==> config.mk <==
export PLATFORM = sky130hd
export DESIGN_NAME = bp_stream_lock_arbiter
export DESIGN_NICKNAME = d
export VERILOG_FILES = /design/src/rtl/bp_stream_lock_arbiter.sv
export SDC_FILE = /design/constraint.sdc
export NUM_CORES = 1
export LEC_CHECK = 0
export ABC_AREA = 1
export BUFFER_PORTS_ARGS = -buffer_cell sky130_fd_sc_hd__buf_2
export CORE_AREA = 2 2 229 231
export CTS_BUF_LIST = sky130_fd_sc_hd__clkbuf_16
export CTS_CLUSTER_SIZE = 40
export DETAILED_ROUTE_END_ITERATION = 8
export DIE_AREA = 0 0 231 233
export PLACE_DENSITY_LB_ADDON = 0.25
export SLEW_MARGIN = 20
export SYNTH_ARGS = -nofsm -noshare
export SYNTH_HDL_FRONTEND = slang
export SYNTH_SLANG_ARGS = --single-unit
export TNS_END_PERCENT = 20
==> constraint.sdc <==
create_clock -name clk_i -period 1.5 [get_ports clk_i]
set_input_delay 0.075 -clock clk_i [delete_from_list [all_inputs] [get_ports clk_i]]
set_output_delay 0.075 -clock clk_i [all_outputs]
set_load 0.05 [all_outputs]
==> src/rtl/bp_stream_lock_arbiter.sv <==
// bp_stream_lock_arbiter: round-robin arbiter sharing one mem stream port; the grant is held while the winner asserts lock.
// Optional lock-break timeout: define BP_STREAM_ARB_LOCK_TIMEOUT_EN (adds lock_timeout_p and lock_timeout_o).
module bp_stream_lock_arbiter #(
    parameter int num_req_p = 2,
    parameter int header_width_p = 128,
    parameter int data_width_p = 64,
`ifdef BP_STREAM_ARB_LOCK_TIMEOUT_EN
    parameter int lock_timeout_p = 255,
`endif
    localparam int lg_num_req_lp = (num_req_p > 1) ? $clog2(num_req_p) : 1
) (
    input  logic                                clk_i,
    input  logic                                reset_i,
    input  logic [num_req_p*header_width_p-1:0] req_header_i,
    input  logic [num_req_p*data_width_p-1:0]   req_data_i,
    input  logic [num_req_p-1:0]                req_v_i,
    input  logic [num_req_p-1:0]                req_lock_i,
    output logic [num_req_p-1:0]                req_yumi_o,
    output logic [header_width_p-1:0]           mem_header_o,
    output logic [data_width_p-1:0]             mem_data_o,
    output logic                                mem_v_o,
    output logic                                mem_lock_o,
    input  logic                                mem_yumi_i,
    output logic [lg_num_req_lp-1:0]            grant_id_o,
    output logic                                locked_o
`ifdef BP_STREAM_ARB_LOCK_TIMEOUT_EN
    ,
    output logic                                lock_timeout_o
`endif
);

    typedef enum logic {e_arb, e_locked} state_e;

    state_e                    state_r, state_n;
    logic [lg_num_req_lp-1:0]  owner_r, owner_n, rr_ptr_r, rr_ptr_n;
    logic [lg_num_req_lp-1:0]  arb_id, scan_id, sel_id, sel_inc;
    logic                      locked;
    logic [header_width_p-1:0] hdr [num_req_p];
    logic [data_width_p-1:0]   dat [num_req_p];

    for (genvar k = 0; k < num_req_p; k++) begin : g_split
        assign hdr[k] = req_header_i[k*header_width_p +: header_width_p];
        assign dat[k] = req_data_i[k*data_width_p +: data_width_p];
    end

    // Scan downward so the lowest offset from rr_ptr_r wins; modulo keeps non-power-of-two counts in range.
    always_comb begin
        arb_id = '0;
        scan_id = '0;
        for (int i = num_req_p - 1; i >= 0; i--) begin
            scan_id = lg_num_req_lp'((int'(rr_ptr_r) + i) % num_req_p);
            if (req_v_i[scan_id])
                arb_id = scan_id;
        end
    end

    always_comb begin
        locked = state_r == e_locked;
        sel_id = locked ? owner_r : arb_id;
        sel_inc = (sel_id == lg_num_req_lp'(num_req_p - 1)) ? '0 : sel_id + lg_num_req_lp'(1);
        mem_v_o = locked ? req_v_i[owner_r] : |req_v_i;
        mem_header_o = mem_v_o ? hdr[sel_id] : '0;
        mem_data_o = mem_v_o ? dat[sel_id] : '0;
        mem_lock_o = mem_v_o & req_lock_i[sel_id];
        req_yumi_o = mem_yumi_i ? (num_req_p'(1) << sel_id) : '0;
        grant_id_o = sel_id;
        locked_o = locked;
    end

`ifdef BP_STREAM_ARB_LOCK_TIMEOUT_EN
    logic [15:0] idle_cnt_r;
    logic        owner_idle, timeout_hit;

    assign owner_idle = locked & ~req_v_i[owner_r];
    assign timeout_hit = owner_idle && (idle_cnt_r + 16'd1 == 16'(lock_timeout_p));

    always_ff @(posedge clk_i or posedge reset_i) begin
        if (reset_i) begin
            idle_cnt_r <= '0;
            lock_timeout_o <= 1'b0;
        end else begin
            idle_cnt_r <= (owner_idle && !timeout_hit) ? idle_cnt_r + 16'd1 : '0;
            lock_timeout_o <= timeout_hit;
        end
    end
`endif

    // The pointer only moves on a message's final (unlocked) beat, giving message-level fairness.
    always_comb begin
        state_n = state_r;
        owner_n = owner_r;
        rr_ptr_n = rr_ptr_r;
        if (mem_yumi_i && mem_lock_o) begin
            state_n = e_locked;
            owner_n = sel_id;
        end else if (mem_yumi_i) begin
            state_n = e_arb;
            rr_ptr_n = sel_inc;
        end
`ifdef BP_STREAM_ARB_LOCK_TIMEOUT_EN
        else if (timeout_hit) begin
            state_n = e_arb;
            rr_ptr_n = sel_inc;
        end
`endif
    end

    always_ff @(posedge clk_i or posedge reset_i) begin
        if (reset_i) begin
            state_r <= e_arb;
            owner_r <= '0;
            rr_ptr_r <= '0;
        end else begin
            state_r <= state_n;
            owner_r <= owner_n;
            rr_ptr_r <= rr_ptr_n;
        end
    end

    a_yumi_needs_valid: assert property (@(posedge clk_i) disable iff (reset_i) mem_yumi_i |-> mem_v_o);

endmodule

==> results_dict.tcl, run 1 <==
set metrics [dict create \
    outcome "finished, violations left" \
    violations "negative setup slack" \
    place_area_um2 7770 \
    syn_inst 676 \
    power_frac_clock 0.022 \
    worstPathMaxFanout 6 \
    path_cells "nand2_4 > buf_6 > nand2_8 > buf_12 > clkinv_16 > clkbuf_16 > buf_4 > nor2_1 > nor2_1 > buf_6" \
    p_total_uw 19500 \
    crit_type "flip-flop to output pin" \
    avgSynthCellArea_um2 4.63 \
    relSlewSlack 0.809 \
    dpl.hpwl_mm 20.6 \
    cts_max_path_buffers 2 \
    drc 0 \
    switching_share 0.606 \
    skew_ps 1.30 \
    root_buffer "clkbuf_16" \
    core-area_um2 51100 \
    dieArea_um2 53800 \
    drv_cap 0 \
    finalSetupViolCount 200 \
    hold_class "input port to flip-flop" \
    grt_pass1_vias 6593 \
    die_height_um 233 \
    cts_htree_levels 1 \
    clk_latency_ps 230 \
    fin_area_um2 10600 \
    wirelength_mm 33.5 \
    irDropWorstVdd_mv 0.761 \
    report.final.slew_viol_count 0 \
    ys_types 17 \
    yosys_most_used_dff "dfrtp_1" \
    grt_max_degree 52 \
    drive_above_1_share 0.688 \
    p_comb_frac 0.970 \
    fin_crit_sh 1.32 \
    seq_area_frac_synth 0.0240 \
    vias 7254 \
    grt_pass1_wl_mm 36.2 \
    clk_pin_slew_ps 30 \
    dieWidth_um 231 \
    wire_per_inst_um 16.7 \
    cpMaxStageDelayCell "dfrtp_2" \
    p_leak_uw 0.00508 \
    firstDrtPassIters 4 \
    p_per_area_nw_per_um2 1840 \
    rsz0062_at_grt "yes" \
    syn_nets 1067 \
    num_rows 83 \
    drtIter0Drc 189 \
    worstSetupStartpointType "flip-flop" \
    crit_required_ps 1420 \
    critPathMaxStageDelay_ps 440 \
    numClockSinks 3 \
    cts_buffers 3 \
    worstPathArrival_ps 1900 \
    io_buffers 588 \
    synth-edff-count 0 \
    yosysWarnings 0 \
    fin_crit_ps 1970 \
    ys_async_sr_fraction 1.00 \
    cts_tree "built" \
    boundaryPins 589 \
    tightestPinTransition_ps 284 \
    worstSetupEndpointType "output pin" \
    start_util 0.0612 \
    yosys_register_bits 3 \
    hold_viol 0 \
    netlist_area_um2 3130 \
    grt_usage 0.0864 \
    viasPerCell 3.61 \
    antennaDiodeCount 0 \
    grt_overflow 0 \
    p_seq_frac 0.008 \
    synthToLayoutAreaGrowth_pct 239 \
    p_sw_uw 11800 \
    grt_antenna_before_repair 1 \
    drtAntennaViolNets 0 \
    nets 1721 \
    p_int_uw 7710 \
    finalWorstSetupSlack_ps -474 \
    critPathTopFamily "buffers and inverters" \
    finalWeightedCongestion 0.837 \
    crit_buf_inv 6 \
    fmax_ghz 0.507 \
]
==> worst paths after layout <==
path / from / to / slack, ps / cells past startpoint
max: locked_o / mem_header_o[35] / -470 / 10
min: mem_yumi_i / locked_o / 150 / 2
max reg2reg: locked_o / rr_ptr_r / -230 / 11
min reg2reg: rr_ptr_r / rr_ptr_r / 490 / 2
max in group asynchronous: reset_i / locked_o / 1060 / 3
min in group asynchronous: reset_i / rr_ptr_r / 270 / 3
==> layer usage <==
metal	part of all wire	global-route usage
met1	0.38	0.0970
met2	0.54	0.169
met3	0.066	0.0134
met4	0.018	0.0181
met5	0.00039	0
==> metrics by stage <==
step / setup WS, ps / util / setup TNS [ps] / instances / hold slack [ps]
floorplan: -424 / - / -66190 / 676 / -171
global placement: -383 / 0.152 / -40470 / 1960 / -39.1
detailed placement: -377 / 0.152 / -44030 / 1960 / -34.3
CTS: -501 / 0.167 / -85440 / 1969 / 175
global route: -578 / 0.208 / -99460 / 2009 / 176
finish: -474 / 0.208 / -80410 / 2009 / 152
==> power groups by stage <==
stage / registers (uW) / logic [uW] / clock network (uW)
finish: 162 / 19000 / 427
CTS: 162 / 15200 / 430
global route: 168 / 19900 / 439
global placement: 152 / 13800 / 0
detailed placement: 154 / 13700 / 0
floorplan: 172 / 9860 / 0
==> flip-flops by register name (all words and copies together) (netlist names) <==
name and flops:
locked_o 1, owner_r 1, rr_ptr_r 1
==> layout make-up <==
class | instances | area [um2]
fill | 5796 | 40500
timing repair buffer | 710 | 5910
multi-input combinational | 602 | 3620
tap | 680 | 851
sequential | 3 | 77.6
clock buffer | 3 | 75.1
inverter | 9 | 60.1
timing repair inverter | 1 | 16.3
clock inverter | 1 | 3.75
==> synth_stat cells, types with 2 or more instances <==
library cell	number	area share
dfrtp_1	3	0.024
buf_4	14	0.034
nand2_4	2	0.0072
nand2_2	2	0.0040
buf_6	21	0.076
nand2_1	10	0.012
o21ai_1	35	0.056
nor2_1	386	0.46
nand3_1	5	0.0080
clkbuf_1	8	0.0096
buf_2	19	0.030
inv_1	8	0.0096
o21ai_0	159	0.25
==> repair_timing <==
action                                  4_1_cts  5_1_grt
endpoints found under the hold margin         3        0
hold buffers                                  1        0
buffers inserted                              0       19
pin swaps                                     4       58
cloned                                        4       24
endpoints found under the setup margin      200      200
resized for setup                           196      495
==> cells in the final DEF (no fill, tap or decap), types with 2 or more instances in the layout <==
master | Yosys | final
buf_4 | 14 | 56
o21ai_1 | 35 | 34
dfrtp_2 | 0 | 2
clkbuf_16 | 0 | 20
nand2_1 | 10 | 7
buf_2 | 19 | 400
o21ai_2 | 0 | 31
inv_2 | 0 | 2
nor2_4 | 0 | 67
nor2_1 | 386 | 253
buf_16 | 0 | 10
clkbuf_4 | 0 | 6
buf_6 | 21 | 183
buf_12 | 1 | 23
nand2_8 | 0 | 2
nor2_2 | 1 | 67
o21ai_0 | 159 | 107
nand3_1 | 5 | 4
inv_1 | 8 | 7
buf_8 | 0 | 14
o21ai_4 | 0 | 22
nand2_4 | 2 | 4
nand2_2 | 2 | 2
==> kinds of logic after synthesis <==
family | Yosys count | share of synthesized area
AND/OR/NAND/NOR | 407 | 0.498
AO/OA/AOI/OAI | 194 | 0.310
buffers and inverters | 72 | 0.167
flip-flops | 3 | 0.0240
(Power assumes the default switching activity.)
==> run 2, diff against run 1 <==
--- a/config.mk
+++ b/config.mk
@@ -6,12 +6,14 @@
 export NUM_CORES = 1
 export LEC_CHECK = 0
 export ABC_AREA = 1
-export BUFFER_PORTS_ARGS = -buffer_cell sky130_fd_sc_hd__buf_2
-export CORE_AREA = 2 2 229 231
+export BUFFER_PORTS_ARGS = -buffer_cell sky130_fd_sc_hd__clkbuf_2
+export CELL_PAD_IN_SITES_DETAIL_PLACEMENT = 1
+export CELL_PAD_IN_SITES_GLOBAL_PLACEMENT = 2
+export CORE_AREA = 2 2 228 230
 export CTS_BUF_LIST = sky130_fd_sc_hd__clkbuf_16
 export CTS_CLUSTER_SIZE = 40
 export DETAILED_ROUTE_END_ITERATION = 8
-export DIE_AREA = 0 0 231 233
+export DIE_AREA = 0 0 230 232
 export PLACE_DENSITY_LB_ADDON = 0.25
 export SLEW_MARGIN = 20
 export SYNTH_ARGS = -nofsm -noshare
==> constraint.sdc (replaced) <==
create_clock -name clk_i -period 2.3 [get_ports clk_i]
set_input_delay 0.115 -clock clk_i [delete_from_list [all_inputs] [get_ports clk_i]]
set_output_delay 0.115 -clock clk_i [all_outputs]
set_load 0.05 [all_outputs]
==> run 2 against run 1 <==
The flow now finishes without violations; non-clock buffer count fell by 101; worst hold slack improved by 50 ps; flip-flop and latch count did not move; utilization fell by 4.5 points; die area fell by 0.86%; routed wire length fell by 15%; clock power fell by 36%; power fell by 48%; cell area fell by 22%; clock skew fell by 1.1 ps; count of clock-buffer cells in the layout did not move; critical path depth fell by 2.
==> results_dict.tcl, run 2 (synthesis results as in run 1) <==
set metrics [dict create \
    outcome "complete, no violations" \
    wirelength_mm 28.6 \
    report.final.slew_viol_count 0 \
    crit_buf_inv 3 \
    dieWidth_um 230 \
    cpMaxStageDelayCell "dfrtp_1" \
    drtAntennaViolNets 0 \
    place_area_um2 8170 \
    nets 1618 \
    fin_crit_sh 0.936 \
    cts_tree "built" \
    worstSetupEndpointType "output pin" \
    wire_per_inst_um 15.0 \
    hold_ws_ps 202 \
    antennaDiodeCount 0 \
    grt_overflow 0 \
    final_common_cell "clkbuf_2" \
    finalSetupViolCount 0 \
    critPathTopFamily "simple AND/OR/NAND/NOR gates" \
    p_leak_uw 0.00440 \
    p_total_uw 10200 \
    cts_htree_levels 1 \
    drtIter0Drc 144 \
    worstPathMaxFanout 34 \
    grt_pass1_vias 6431 \
    fmax_ghz 0.465 \
    tightestPinTransition_ps 448 \
    numClockSinks 3 \
    core-area_um2 50900 \
    fin_crit_ps 2150 \
    critPathMaxStageDelay_ps 430 \
    clk_pin_slew_ps 30 \
    worstSetupStartpointType "flip-flop" \
    fill_cells 6395 \
    skew_ps 0.223 \
    hold_viol 0 \
    grt_antenna_before_repair 0 \
    dpl.hpwl_mm 24.1 \
    worstPathArrival_ps 2040 \
    boundaryPins 589 \
    grt_max_degree 98 \
    crit_required_ps 2180 \
    fin_area_um2 8300 \
    grt_pass1_wl_mm 40.2 \
    clk_latency_ps 220 \
    drive_above_1_share 0.503 \
    num_rows 83 \
    post-cts-setup-buffers 0 \
    dieArea_um2 53400 \
    crit_type "flip-flop to output pin" \
    final_cell_mix "490 x clkbuf_2, 386 x nor2_1, 158 x o21ai_0" \
    rsz0062_at_grt "no" \
    firstDrtPassIters 4 \
    start_util 0.0615 \
    r2r_cells 9 \
    cts_buffers 3 \
    vias 6416 \
    io_buffers 588 \
    path_cells "nand2_4 > nand2_1 > nand2_4 > buf_16 > buf_12 > o21ai_0 > nor2_1 > buf_12" \
    p_per_area_nw_per_um2 1230 \
    crit_cells 8 \
    irDropWorstVdd_mv 0.344 \
    synthToLayoutAreaGrowth_pct 165 \
    finalWeightedCongestion 0.799 \
    relSlewSlack 0.701 \
    hold_class "input port to flip-flop" \
    hold_depth 2 \
    root_buffer "clkbuf_16" \
    cts_max_path_buffers 2 \
    grt_usage 0.0963 \
    drc 0 \
    drv_cap 0 \
    die_height_um 232 \
    viasPerCell 3.37 \
    finalSetupTns_ps 0 \
]
==> run 2: changes by cell type in the layout (fill, tap and decap cells not counted), moves of 16 or more <==
cell       before  now
o21ai_0       107  158
buf_12         23  104
buf_6         183    0
o21ai_4        22    0
buf_2         400    0
nor2_1        253  386
nor2_2         67    1
o21ai_2        31    0
nor2_4         67    0
clkbuf_2        0  490
buf_4          56   11
clkbuf_16      20    4
==> run 2: report_power, final <==
group	internal, uW	total, uW	switching [uW]
combinational	3310	9820	6510
sequential	74.1	96.1	22.0
clock	224	274	49.6
==> run 2: cell type report <==
cell class / count / area, um2 / share of cell area
sequential: 3 / 75.1 / 0.00905
clock buffer: 3 / 75.1 / 0.00905
clock inverter: 1 / 3.75 / 0.000452
tap: 680 / 851 / 0.103
multi-input combinational: 601 / 2550 / 0.307
inverter: 9 / 38.8 / 0.00467
timing repair buffer: 609 / 4710 / 0.567
==> run 2: worst paths after layout <==
check | from | end | slack [ps]
worst min register to register | rr_ptr_r | rr_ptr_r | 470
worst min-delay path | mem_yumi_i | locked_o | 200
min in group asynchronous | reset_i | owner_r | 310
worst max-delay path | locked_o | mem_header_o[84] | 150
worst max register to register | locked_o | rr_ptr_r | 670
max in group asynchronous | reset_i | rr_ptr_r | 1850
==> run 2: per-stage QoR <==
| step | std cells | utilization | setup slack, ps |
|---|---|---|---|
| 2_1_floorplan | 676 | - | 87.1 |
| 3_3_place_gp | 1900 | 0.160 | 312 |
| 3_5_place_dp | 1900 | 0.160 | 283 |
| 4_1_cts | 1905 | 0.162 | 41.2 |
| 5_1_grt | 1906 | 0.163 | 12.3 |
| 6_report | 1906 | 0.163 | 148 |
==> run 2: what timing repair did <==
| item | CTS | global route |
|---|---|---|
| resized for setup | 0 | 4 |
| hold buffers | 1 | 0 |
| endpoints found under the hold margin | 3 | 0 |
| setup endpoints to repair | 0 | 5 |
==> run 2: per-layer routing <==
metal / vias to the layer above / track usage / wire length (um)
li1: 3261 / - / -
met1: 2850 / 0.109 / 10800
met2: 295 / 0.189 / 15600
met3: 10 / 0.0195 / 2060
met4: 0 / 0.0101 / 213
met5: - / 0 / 0
==> run 3, diff against run 2 <==
--- a/config.mk
+++ b/config.mk
@@ -14,7 +14,8 @@
 export CTS_CLUSTER_SIZE = 40
 export DETAILED_ROUTE_END_ITERATION = 8
 export DIE_AREA = 0 0 230 232
-export PLACE_DENSITY_LB_ADDON = 0.25
+export PLACE_DENSITY = 0.58
+export RECOVER_POWER = 100
 export SLEW_MARGIN = 20
 export SYNTH_ARGS = -nofsm -noshare
 export SYNTH_HDL_FRONTEND = slang
==> run 3 against run 2 <==
Clock skew rose by 0.77 ps; sequential share of layout area is essentially flat; cell count grew 1.0%; critical path type unchanged.
==> results_dict.tcl, run 3 (synthesis results as in run 1) <==
set metrics [dict create \
    hold_ws_ps 166 \
    final_common_cell "clkbuf_2" \
    fill_cells 6452 \
    cts_htree_levels 1 \
    hold_viol 0 \
    start_util 0.0615 \
    clk_latency_ps 230 \
    relSlewSlack 0.600 \
    cts_buffers 3 \
    critPathMaxStageDelay_ps 410 \
    grt_antenna_before_repair 0 \
    drc 0 \
    path_cells "nand2_2 > nand2_1 > nand2_4 > buf_16 > buf_12 > o21ai_0 > nor2_1 > buf_12" \
    fin_crit_sh 0.967 \
    stdcell_count 1926 \
    viasPerCell 3.42 \
    drtIter0Drc 118 \
    setup.worst_path.end "mem_header_o[93]" \
    cpMaxStageDelayCell "dfrtp_1" \
    grt_max_degree 72 \
    final_cell_mix "463 x clkbuf_2, 375 x nor2_1, 159 x o21ai_0" \
    regToRegSetupSlack_ps 640 \
    startpoint "locked_o" \
    tightestPinTransition_ps 603 \
    wire_per_inst_um 14.5 \
    dieArea_um2 53400 \
    antennaDiodeCount 0 \
    nets 1638 \
    grt_overflow 0 \
    boundaryPins 589 \
    irDropWorstVdd_mv 0.403 \
    drtAntennaViolNets 0 \
    firstDrtPassIters 4 \
    cp_common_cell "buf_12" \
    grt_usage 0.0937 \
    grt_pass1_wl_mm 39.4 \
    cts_tree "built" \
    finalSetupTns_ps 0 \
    drv_cap 0 \
    io_buffers 588 \
    postLayoutCoreUtil 0.164 \
    critPathTopFamily "simple AND/OR/NAND/NOR gates" \
    fin_area_um2 8340 \
    p_leak_uw 0.00444 \
    synthToLayoutAreaGrowth_pct 167 \
    dpl.hpwl_mm 23.6 \
    post-cts-setup-buffers 0 \
    num_rows 83 \
    wirelength_mm 27.9 \
    dieWidth_um 230 \
    p_per_area_nw_per_um2 1230 \
    root_buffer "clkbuf_16" \
    worstPathArrival_ps 2110 \
    core-area_um2 50900 \
    rsz0062_at_grt "yes" \
    vias 6593 \
    finalWeightedCongestion 0.886 \
    crit_required_ps 2180 \
    worstPathMaxFanout 71 \
    reg2reg_from "locked_o" \
    finalSetupViolCount 0 \
    r2r_cells 9 \
    grt_pass1_vias 6735 \
    drive_above_1_share 0.519 \
    worstSetupStartpointType "flip-flop" \
    place_inst 1920 \
    report.final.slew_viol_count 0 \
    crit_type "flip-flop to output pin" \
    r2r_end "owner_r" \
    crit_cells 8 \
    outcome "complete, no violations" \
    clk_pin_slew_ps 30 \
    worstSetupEndpointType "output pin" \
    place_area_um2 8120 \
    skew_ps 0.998 \
    numClockSinks 3 \
    die_height_um 232 \
    fmax_ghz 0.450 \
    cts_max_path_buffers 2 \
    crit_buf_inv 3 \
    hold_class "input port to flip-flop" \
    fin_crit_ps 2220 \
]
run 3: timing repair:
item                                    4_1_cts  5_1_grt
resized for setup                             0       73
endpoints found under the setup margin        0       93
hold endpoints to repair                      3        0
hold buffers                                  1        0
run 3: worst min path at each step:
stage	cells after the start	from	endpoint
2_1_floorplan	1	reset_i	locked_o
3_3_place_gp	2	reset_i	rr_ptr_r
3_5_place_dp	2	reset_i	rr_ptr_r
4_1_cts	2	mem_yumi_i	locked_o
5_1_grt	2	mem_yumi_i	locked_o
6_report	2	mem_yumi_i	locked_o
run 3: layout make-up:
type	instances	area [um2]	share of cell area
sequential	3	75.1	0.00900
inverter	9	46.3	0.00555
tap	680	851	0.102
clock buffer	3	75.1	0.00900
clock inverter	1	3.75	0.000450
timing repair buffer	629	4710	0.566
multi-input combinational	601	2570	0.308
run 3: stage by stage:
stage | total power, uW | worst slack [ps]
6_report | 10200 | 75.9
5_1_grt | 10800 | -38.7
4_1_cts | 10200 | 4.03
3_5_place_dp | 9890 | 246
3_3_place_gp | 9880 | 244
2_1_floorplan | 6070 | 87.1
run 3: routing by layer:
layer  track usage  wire length [um]  share of wire
met4        0.0208               518          0.019
met1         0.104             10700           0.38
met5             0                 0              0
met2         0.181             14500           0.52
met3        0.0206              2200          0.079
run 3: where the power goes:
| part | internal (uW) | switching (uW) |
|---|---|---|
| combinational | 3320 | 6550 |
| clock | 225 | 53.8 |
| sequential | 74.1 | 18.8 |
run 3: worst reg2reg max path: stages (launching register included):
cell,delay (ps)
dfrtp_1,410
nor2_2,170
nand2_4,90
nand2_8,180
buf_16,280
nand2_1,100
nand2_1,100
nand3_1,90
nand2_1,70
nand2_1,50
